File: config.mk
export PLATFORM = sky130hd
export DESIGN_NAME = uart_tx_msg_serializer
export DESIGN_NICKNAME = d
export VERILOG_FILES = /design/src/rtl/uart_tx_msg_serializer.sv
export SDC_FILE = /design/constraint.sdc
export NUM_CORES = 1
export LEC_CHECK = 0
export CAP_MARGIN = 0
export CORE_MARGIN = 8
export CORE_UTILIZATION = 50
export DETAILED_ROUTE_END_ITERATION = 16
export GPL_TIMING_DRIVEN = 0
export HOLD_SLACK_MARGIN = 0.15
export MAX_ROUTING_LAYER = met4
export PLACE_DENSITY = 0.76
export REMOVE_ABC_BUFFERS = 1
export SLEW_MARGIN = 20
export SYNTH_ARGS = -nofsm -noshare
export SYNTH_HDL_FRONTEND = slang
export SYNTH_SLANG_ARGS = --single-unit
File: constraint.sdc
create_clock -name clk -period 4.8 [get_ports clk]
set_clock_uncertainty 0.1 [all_clocks]
set_input_delay 1.2 -clock clk [delete_from_list [all_inputs] [get_ports clk]]
set_output_delay 1.2 -clock clk [all_outputs]
set_load 0.05 [all_outputs]
File: src/rtl/uart_tx_msg_serializer.sv
// Message serializer: fetches MSG_LEN ROM characters and sends each as an 8N1 UART frame.
// Define UART_TX_PARITY_EN to insert an even-parity bit between data and stop.
module uart_tx_msg_serializer #(
  parameter int unsigned CLK_FREQ = 50000000,
  parameter int unsigned BAUD     = 9600,
  parameter int unsigned WIDTH    = 8,
  parameter int unsigned MSG_LEN  = 84
) (
  input  logic             clk,
  input  logic             rst,
  input  logic             start,
  input  logic [WIDTH-1:0] data_in,
  output logic             increment,
  output logic             tx,
  output logic             busy,
  output logic             done
);

  localparam int unsigned CLKS_PER_BIT = CLK_FREQ / BAUD;
  localparam int unsigned BaudW = $clog2(CLKS_PER_BIT);
  localparam int unsigned BitW  = (WIDTH > 1) ? $clog2(WIDTH) : 1;
  localparam int unsigned CharW = (MSG_LEN > 1) ? $clog2(MSG_LEN) : 1;
  localparam logic [BaudW-1:0] BaudLast = BaudW'(CLKS_PER_BIT - 1);
  localparam logic [BitW-1:0]  BitLast  = BitW'(WIDTH - 1);
  localparam logic [CharW-1:0] CharLast = CharW'(MSG_LEN - 1);

  typedef enum logic [2:0] {
    StIdle,
    StLoad,
    StStart,
    StData,
`ifdef UART_TX_PARITY_EN
    StParity,
`endif
    StStop
  } state_e;

  state_e             state_q, state_d;
  logic [BaudW-1:0]   baud_q, baud_d;
  logic [BitW-1:0]    bit_q, bit_d;
  logic [CharW-1:0]   char_q, char_d;
  logic [WIDTH-1:0]   shift_q, shift_d;
  logic               tx_q, tx_d;
  logic               busy_q, busy_d;
  logic               done_q, done_d;
  logic               inc_q, inc_d;
  logic               baud_end;
`ifdef UART_TX_PARITY_EN
  logic               parity_q, parity_d;
`endif

  assign baud_end = (baud_q == BaudLast);

  always_ff @(posedge clk or negedge rst) begin
    if (!rst) begin
      state_q  <= StIdle;
      baud_q   <= '0;
      bit_q    <= '0;
      char_q   <= '0;
      shift_q  <= '0;
      tx_q     <= 1'b1;
      busy_q   <= 1'b0;
      done_q   <= 1'b0;
      inc_q    <= 1'b0;
`ifdef UART_TX_PARITY_EN
      parity_q <= 1'b0;
`endif
    end else begin
      state_q  <= state_d;
      baud_q   <= baud_d;
      bit_q    <= bit_d;
      char_q   <= char_d;
      shift_q  <= shift_d;
      tx_q     <= tx_d;
      busy_q   <= busy_d;
      done_q   <= done_d;
      inc_q    <= inc_d;
`ifdef UART_TX_PARITY_EN
      parity_q <= parity_d;
`endif
    end
  end

  always_comb begin
    state_d = state_q;
    unique case (state_q)
      StIdle:   if (start) state_d = StLoad;
      StLoad:   state_d = StStart;
      StStart:  if (baud_end) state_d = StData;
      StData: begin
        if (baud_end && bit_q == BitLast) begin
`ifdef UART_TX_PARITY_EN
          state_d = StParity;
`else
          state_d = StStop;
`endif
        end
      end
`ifdef UART_TX_PARITY_EN
      StParity: if (baud_end) state_d = StStop;
`endif
      StStop:   if (baud_end) state_d = (char_q == CharLast) ? StIdle : StLoad;
      default:  state_d = StIdle;
    endcase
  end

  // Datapath counters: baud counter restarts on every state change so bit periods never jitter.
  always_comb begin
    baud_d  = baud_q + 1'b1;
    bit_d   = bit_q;
    char_d  = char_q;
    shift_d = shift_q;
`ifdef UART_TX_PARITY_EN
    parity_d = parity_q;
`endif
    if (state_d != state_q || baud_end || state_q == StIdle) baud_d = '0;
    if (state_d != StData) begin
      bit_d = '0;
    end else if (state_q == StData && baud_end) begin
      bit_d = bit_q + 1'b1;
    end
    if (state_q == StIdle && start) begin
      char_d = '0;
    end else if (state_q == StStop && baud_end && char_q != CharLast) begin
      char_d = char_q + 1'b1;
    end
    if (state_q == StLoad) begin
      shift_d = data_in;
`ifdef UART_TX_PARITY_EN
      parity_d = ^data_in;
`endif
    end else if (state_q == StData && baud_end) begin
      shift_d = shift_q >> 1;
    end
  end

  // Outputs are decoded from the next state and registered, so they line up with state_q.
  always_comb begin
    tx_d   = 1'b1;
    busy_d = (state_d != StIdle);
    inc_d  = (state_d == StLoad);
    done_d = (state_q == StStop) && (state_d == StIdle);
    unique case (state_d)
      StStart:  tx_d = 1'b0;
      StData:   tx_d = shift_d[0];
`ifdef UART_TX_PARITY_EN
      StParity: tx_d = parity_q;
`endif
      default:  tx_d = 1'b1;
    endcase
  end

  assign tx        = tx_q;
  assign busy      = busy_q;
  assign done      = done_q;
  assign increment = inc_q;

endmodule

==> results_tabular.tex, run 1 <==
\begin{tabular}{lr}
\hline
Metric & Value \\
\hline
\multicolumn{2}{l}{\textbf{Worst setup path}} \\
\quad Critical path's top delay family & buffers and inverters \\
\quad Cells along the critical path & clkdlybuf4s50\_1 \\
\quad Data arrival time at the worst-slack endpoint & about 1600 ps \\
\quad Largest stage delay, worst path & 790 ps \\
\quad Launch instance of the worst register-to-register path & baud\_q[0]\$\_DFF\_PN0\_ \\
\quad Buffers plus inverters on the worst setup path & 1 \\
\quad Standard cell with the maximum stage delay on the critical path & sky130\_fd\_sc\_hd\_\_clkdlybuf4s50\_1 \\
\quad CP endpoint kind & output port \\
\quad Data required time at the worst endpoint & 3500 ps \\
\quad Critical path start-end classification & reg -> out \\
\quad Highest net fanout along the worst path & 1 \\
\quad Worst setup SP type & flop \\
\quad Worst Setup SP & tx\$\_DFF\_PN1\_ \\
\multicolumn{2}{l}{\textbf{Cells and area}} \\
\quad Number of diodes added for antenna fixing & 0 \\
\quad Post-Route Utilization & 0.603 \\
\quad Syn-to-layout area delta & 14.4\% \\
\quad Area used by sequential logic in the layout & about 950 µm² \\
\quad Area of the multi-input gates & between 900 and 1000 µm² \\
\quad Most common cell after layout, fill and taps aside & sky130\_fd\_sc\_hd\_\_dfrtp\_1 \\
\quad Layout Cells excl Fill & about 260 \\
\quad Leading cell types in the layout, fill and taps excluded & sky130\_fd\_sc\_hd\_\_dfrtp\_1 (37), sky130\_fd\_sc\_hd\_\_nor2\_1 (21), sky130\_fd\_sc\_hd\_\_a21oi\_1 (15) \\
\quad Layout net count & 223 \\
\quad Final Cell Area & about 2200 µm² \\
\quad Share of final-layout standard cells stronger than drive strength 1 & 0.105 \\
\quad Number of inserted filler cells in the final layout & 311 \\
\multicolumn{2}{l}{\textbf{Floorplan}} \\
\quad Area of the core region & about 3700 µm² \\
\quad Floorplan row count & 22 \\
\quad Height of the die & $\sim$79 µm \\
\quad Die width & 78.6 µm \\
\quad Area of the die & between 6000 and 7000 µm² \\
\quad Effective utilization at floorplan & 0.528 \\
\quad I/O pin count & 15 \\
\multicolumn{2}{l}{\textbf{Global route}} \\
\quad Largest net degree at the start of global routing & 22 \\
\quad Global Route Usage Sum & 0.135 \\
\quad Global-route congestion overflow total & 0 \\
\quad First-pass GRT wire length & between 6000 and 7000 µm \\
\quad Initial antenna violation count & 0 \\
\quad Via count of the first global-routing pass & approximately 1500 \\
\multicolumn{2}{l}{\textbf{Timing}} \\
\quad Max-slew headroom & 0.287 \\
\quad Number of failing setup endpoints in the final timing report & 0 \\
\quad Total negative slack for setup checks & 0 ps \\
\quad Worst Tran Pin Value & between 1000 and 1500 ps \\
\quad Maximum clock rate & between 0.3 and 0.4 GHz \\
\quad Slew Viols, Final & 0 \\
\quad Final critical path time including I/O delays and setup & slightly below 3000 ps \\
\quad Worst Setup Slack, final & 1900 ps \\
\quad RSZ-0062 raised after global routing & no \\
\quad Tcrit/Tclk final & 0.605 \\
\quad Hold WS & 380 ps \\
\quad Final Hold Fails & 0 \\
\multicolumn{2}{l}{\textbf{Yosys}} \\
\quad Fraction of the yosys area taken by sequential cells & 0.486 \\
\quad Avg Inst Size Synth & around 10 µm² \\
\quad Instance count of the mapped netlist & a little under 200 \\
\quad Cell area after synthesis & about 2000 µm² \\
\quad Number of synthesized flops with an enable pin & 0 \\
\quad Async SR Flop Fraction & 1.00 \\
\quad Post-synthesis register bit count & 38 \\
\quad Count of unique library cells instantiated by Yosys & between 40 and 50 \\
\quad Primary FF master, synth & sky130\_fd\_sc\_hd\_\_dfrtp\_1 \\
\quad Warnings, synthesis & 0 \\
\multicolumn{2}{l}{\textbf{Route}} \\
\quad Detailed-route via count & around 1500 \\
\quad First drt pass iteration count & 4 \\
\quad ANT nets after route & 0 \\
\quad Via-to-Cell Ratio & around 5.7 \\
\quad DR DRC count & 0 \\
\quad First-iteration detailed-routing DRC count & 93 \\
\quad Drt wl/cell & $\sim$15 µm \\
\quad Routed WL & between 3000 and 4000 µm \\
\multicolumn{2}{l}{\textbf{Clock tree}} \\
\quad Cts bufs inserted & 5 \\
\quad Clock latency on the worst-skew pair & just under 300 ps \\
\quad Number of gates given a new drive strength after cts & 0 \\
\quad Total clock sinks & 38 \\
\quad Clk slew on worst S/H paths & approximately 70 ps \\
\quad Number of levels in the clock H-tree & 2 \\
\quad Number of setup buffers added after CTS & 0 \\
\quad Clock root cell & sky130\_fd\_sc\_hd\_\_clkbuf\_8 \\
\quad Maximum clock insertion buffer count & 2 \\
\quad Count of hold-fix buffers inserted at cts & 0 \\
\quad Clock tree from TritonCTS & yes \\
\multicolumn{2}{l}{\textbf{Power and ir drop}} \\
\quad Largest voltage drop on the vdd net & between 0.1 and 0.15 mV \\
\quad Part of the power in combinational logic & 0.046 \\
\quad Final total power & $\sim$580 µW \\
\quad Internal power of the cells & roughly 460 µW \\
\quad Leakage dissipation & 0.964 nW \\
\quad Power density normalized to cell area & about 260 nW/µm² \\
\quad Share of total power in the clock network & 0.387 \\
\quad Switch share & 0.218 \\
\quad Proportion of power drawn by flip-flops and latches & 0.567 \\
\quad Switching component of the power & roughly 130 µW \\
\multicolumn{2}{l}{\textbf{Place}} \\
\quad Global placer's final weighted congestion & approximately 0.84 \\
\quad Pre-CTS setup slack & 1900 ps \\
\quad Total cell area at the placement stage & around 2200 µm² \\
\quad HPWL after DPL & about 2700 µm \\
\quad Number of buffers added on ports & 14 \\
\quad Total placed cells including tap cells & around 250 \\
\multicolumn{2}{l}{\textbf{Worst hold path}} \\
\quad Startpoint of the most critical hold path & baud\_q[0]\$\_DFF\_PN0\_ \\
\quad Path class of the lowest-slack min-delay path & reg -> reg \\
\multicolumn{2}{l}{\textbf{Run}} \\
\quad Count of max-cap constraint violations & 0 \\
\multicolumn{2}{l}{\textbf{Outcome}} \\
\quad Run status & completed \\
\hline
\end{tabular}
routing by layer:
metal | part of all wire | vias up | track usage
met3 | 0.047 | 7 | 0.0478
met4 | 0.014 | 0 | 0.0611
li1 | - | 728 | -
met1 | 0.42 | 708 | 0.141
met2 | 0.52 | 25 | 0.226
met5 | 0 | - | -
layout make-up:
type / count / share of cell area
multi-input cells: 142 / 0.425
repair buffers: 15 / 0.0725
flip-flops and latches: 38 / 0.425
well taps: 48 / 0.0268
clock inverters: 1 / 0.00223
inverters: 6 / 0.0100
clock buffers: 7 / 0.0385
cells in the mapped netlist, types with 3 or more instances:
cell	n	area share
sky130_fd_sc_hd__nand4_1	3	0.0096
sky130_fd_sc_hd__nand4b_1	3	0.013
sky130_fd_sc_hd__o21ai_0	11	0.028
sky130_fd_sc_hd__xnor2_1	5	0.022
sky130_fd_sc_hd__dfrtp_1	37	0.47
sky130_fd_sc_hd__or3_1	4	0.013
sky130_fd_sc_hd__nand3_1	8	0.020
sky130_fd_sc_hd__nor2b_1	3	0.0096
sky130_fd_sc_hd__clkbuf_1	4	0.0077
sky130_fd_sc_hd__nor4_1	3	0.0096
sky130_fd_sc_hd__nor3_1	4	0.010
sky130_fd_sc_hd__mux2i_1	13	0.066
sky130_fd_sc_hd__nand2_1	10	0.019
sky130_fd_sc_hd__a21oi_1	15	0.038
sky130_fd_sc_hd__ha_1	4	0.026
sky130_fd_sc_hd__or4_1	3	0.011
sky130_fd_sc_hd__inv_1	6	0.011
sky130_fd_sc_hd__nor2_1	21	0.040
state kept, by name (all words and copies together) (netlist names):
name,count
tx,1
bit_q,3
baud_q,13
state_q,3
increment,1
busy,1
char_q,7
shift_q,8
done,1
final timing paths:
path,endpoint,depth (start not counted),slack (ps)
max,tx,1,1900
min,baud_q[0]$_DFF_PN0_,1,380
max reg2reg,char_q[2]$_DFFE_PN0P_,5,2630
min reg2reg,baud_q[0]$_DFF_PN0_,1,380
max in group asynchronous,char_q[1]$_DFFE_PN0P_,2,3400
min in group asynchronous,shift_q[2]$_DFFE_PN0P_,1,740
power groups by stage:
stage	Sequential [mW]	Combinational [mW]	Clock, mW
2_1_floorplan	0.335	0.00828	0
3_3_place_gp	0.336	0.0233	0
3_5_place_dp	0.337	0.0270	0
4_1_cts	0.331	0.0275	0.232
5_1_grt	0.331	0.0301	0.243
6_report	0.331	0.0268	0.225
cell families (layout without fill, tap and decap cells):
family,count (synthesis),in the layout,share of synthesized area
buffers and inverters,13,29,0.0281
AND/OR/NAND/NOR,80,80,0.246
AO/OA/AOI/OAI,36,36,0.105
XOR/XNOR,7,7,0.0313
adder cells (fa/ha/maj),4,4,0.0255
multiplexers,15,15,0.0779
flip-flops,38,38,0.486
Power figures use the tool's default switching activity.
==> run 2: changes to the inputs <==
==> constraint.sdc (replaced) <==
create_clock -name clk -period 2.9 [get_ports clk]
set_clock_uncertainty 0.1 [all_clocks]
set_input_delay 0.725 -clock clk [delete_from_list [all_inputs] [get_ports clk]]
set_output_delay 0.725 -clock clk [all_outputs]
set_load 0.05 [all_outputs]
==> results of run 2 <==
Same layout as run 1 (identical final DEF). Status: completed.
Main changes from that run: setup slack after placement 1900 ps -> 472 ps; setup slack after layout 1900 ps -> 470 ps; hold slack 380 ps -> 268 ps; register-to-register setup slack 2630 ps -> 730 ps; total power 0.583 mW -> 0.965 mW; worst IR drop on VDD 0.122 mV -> 0.203 mV
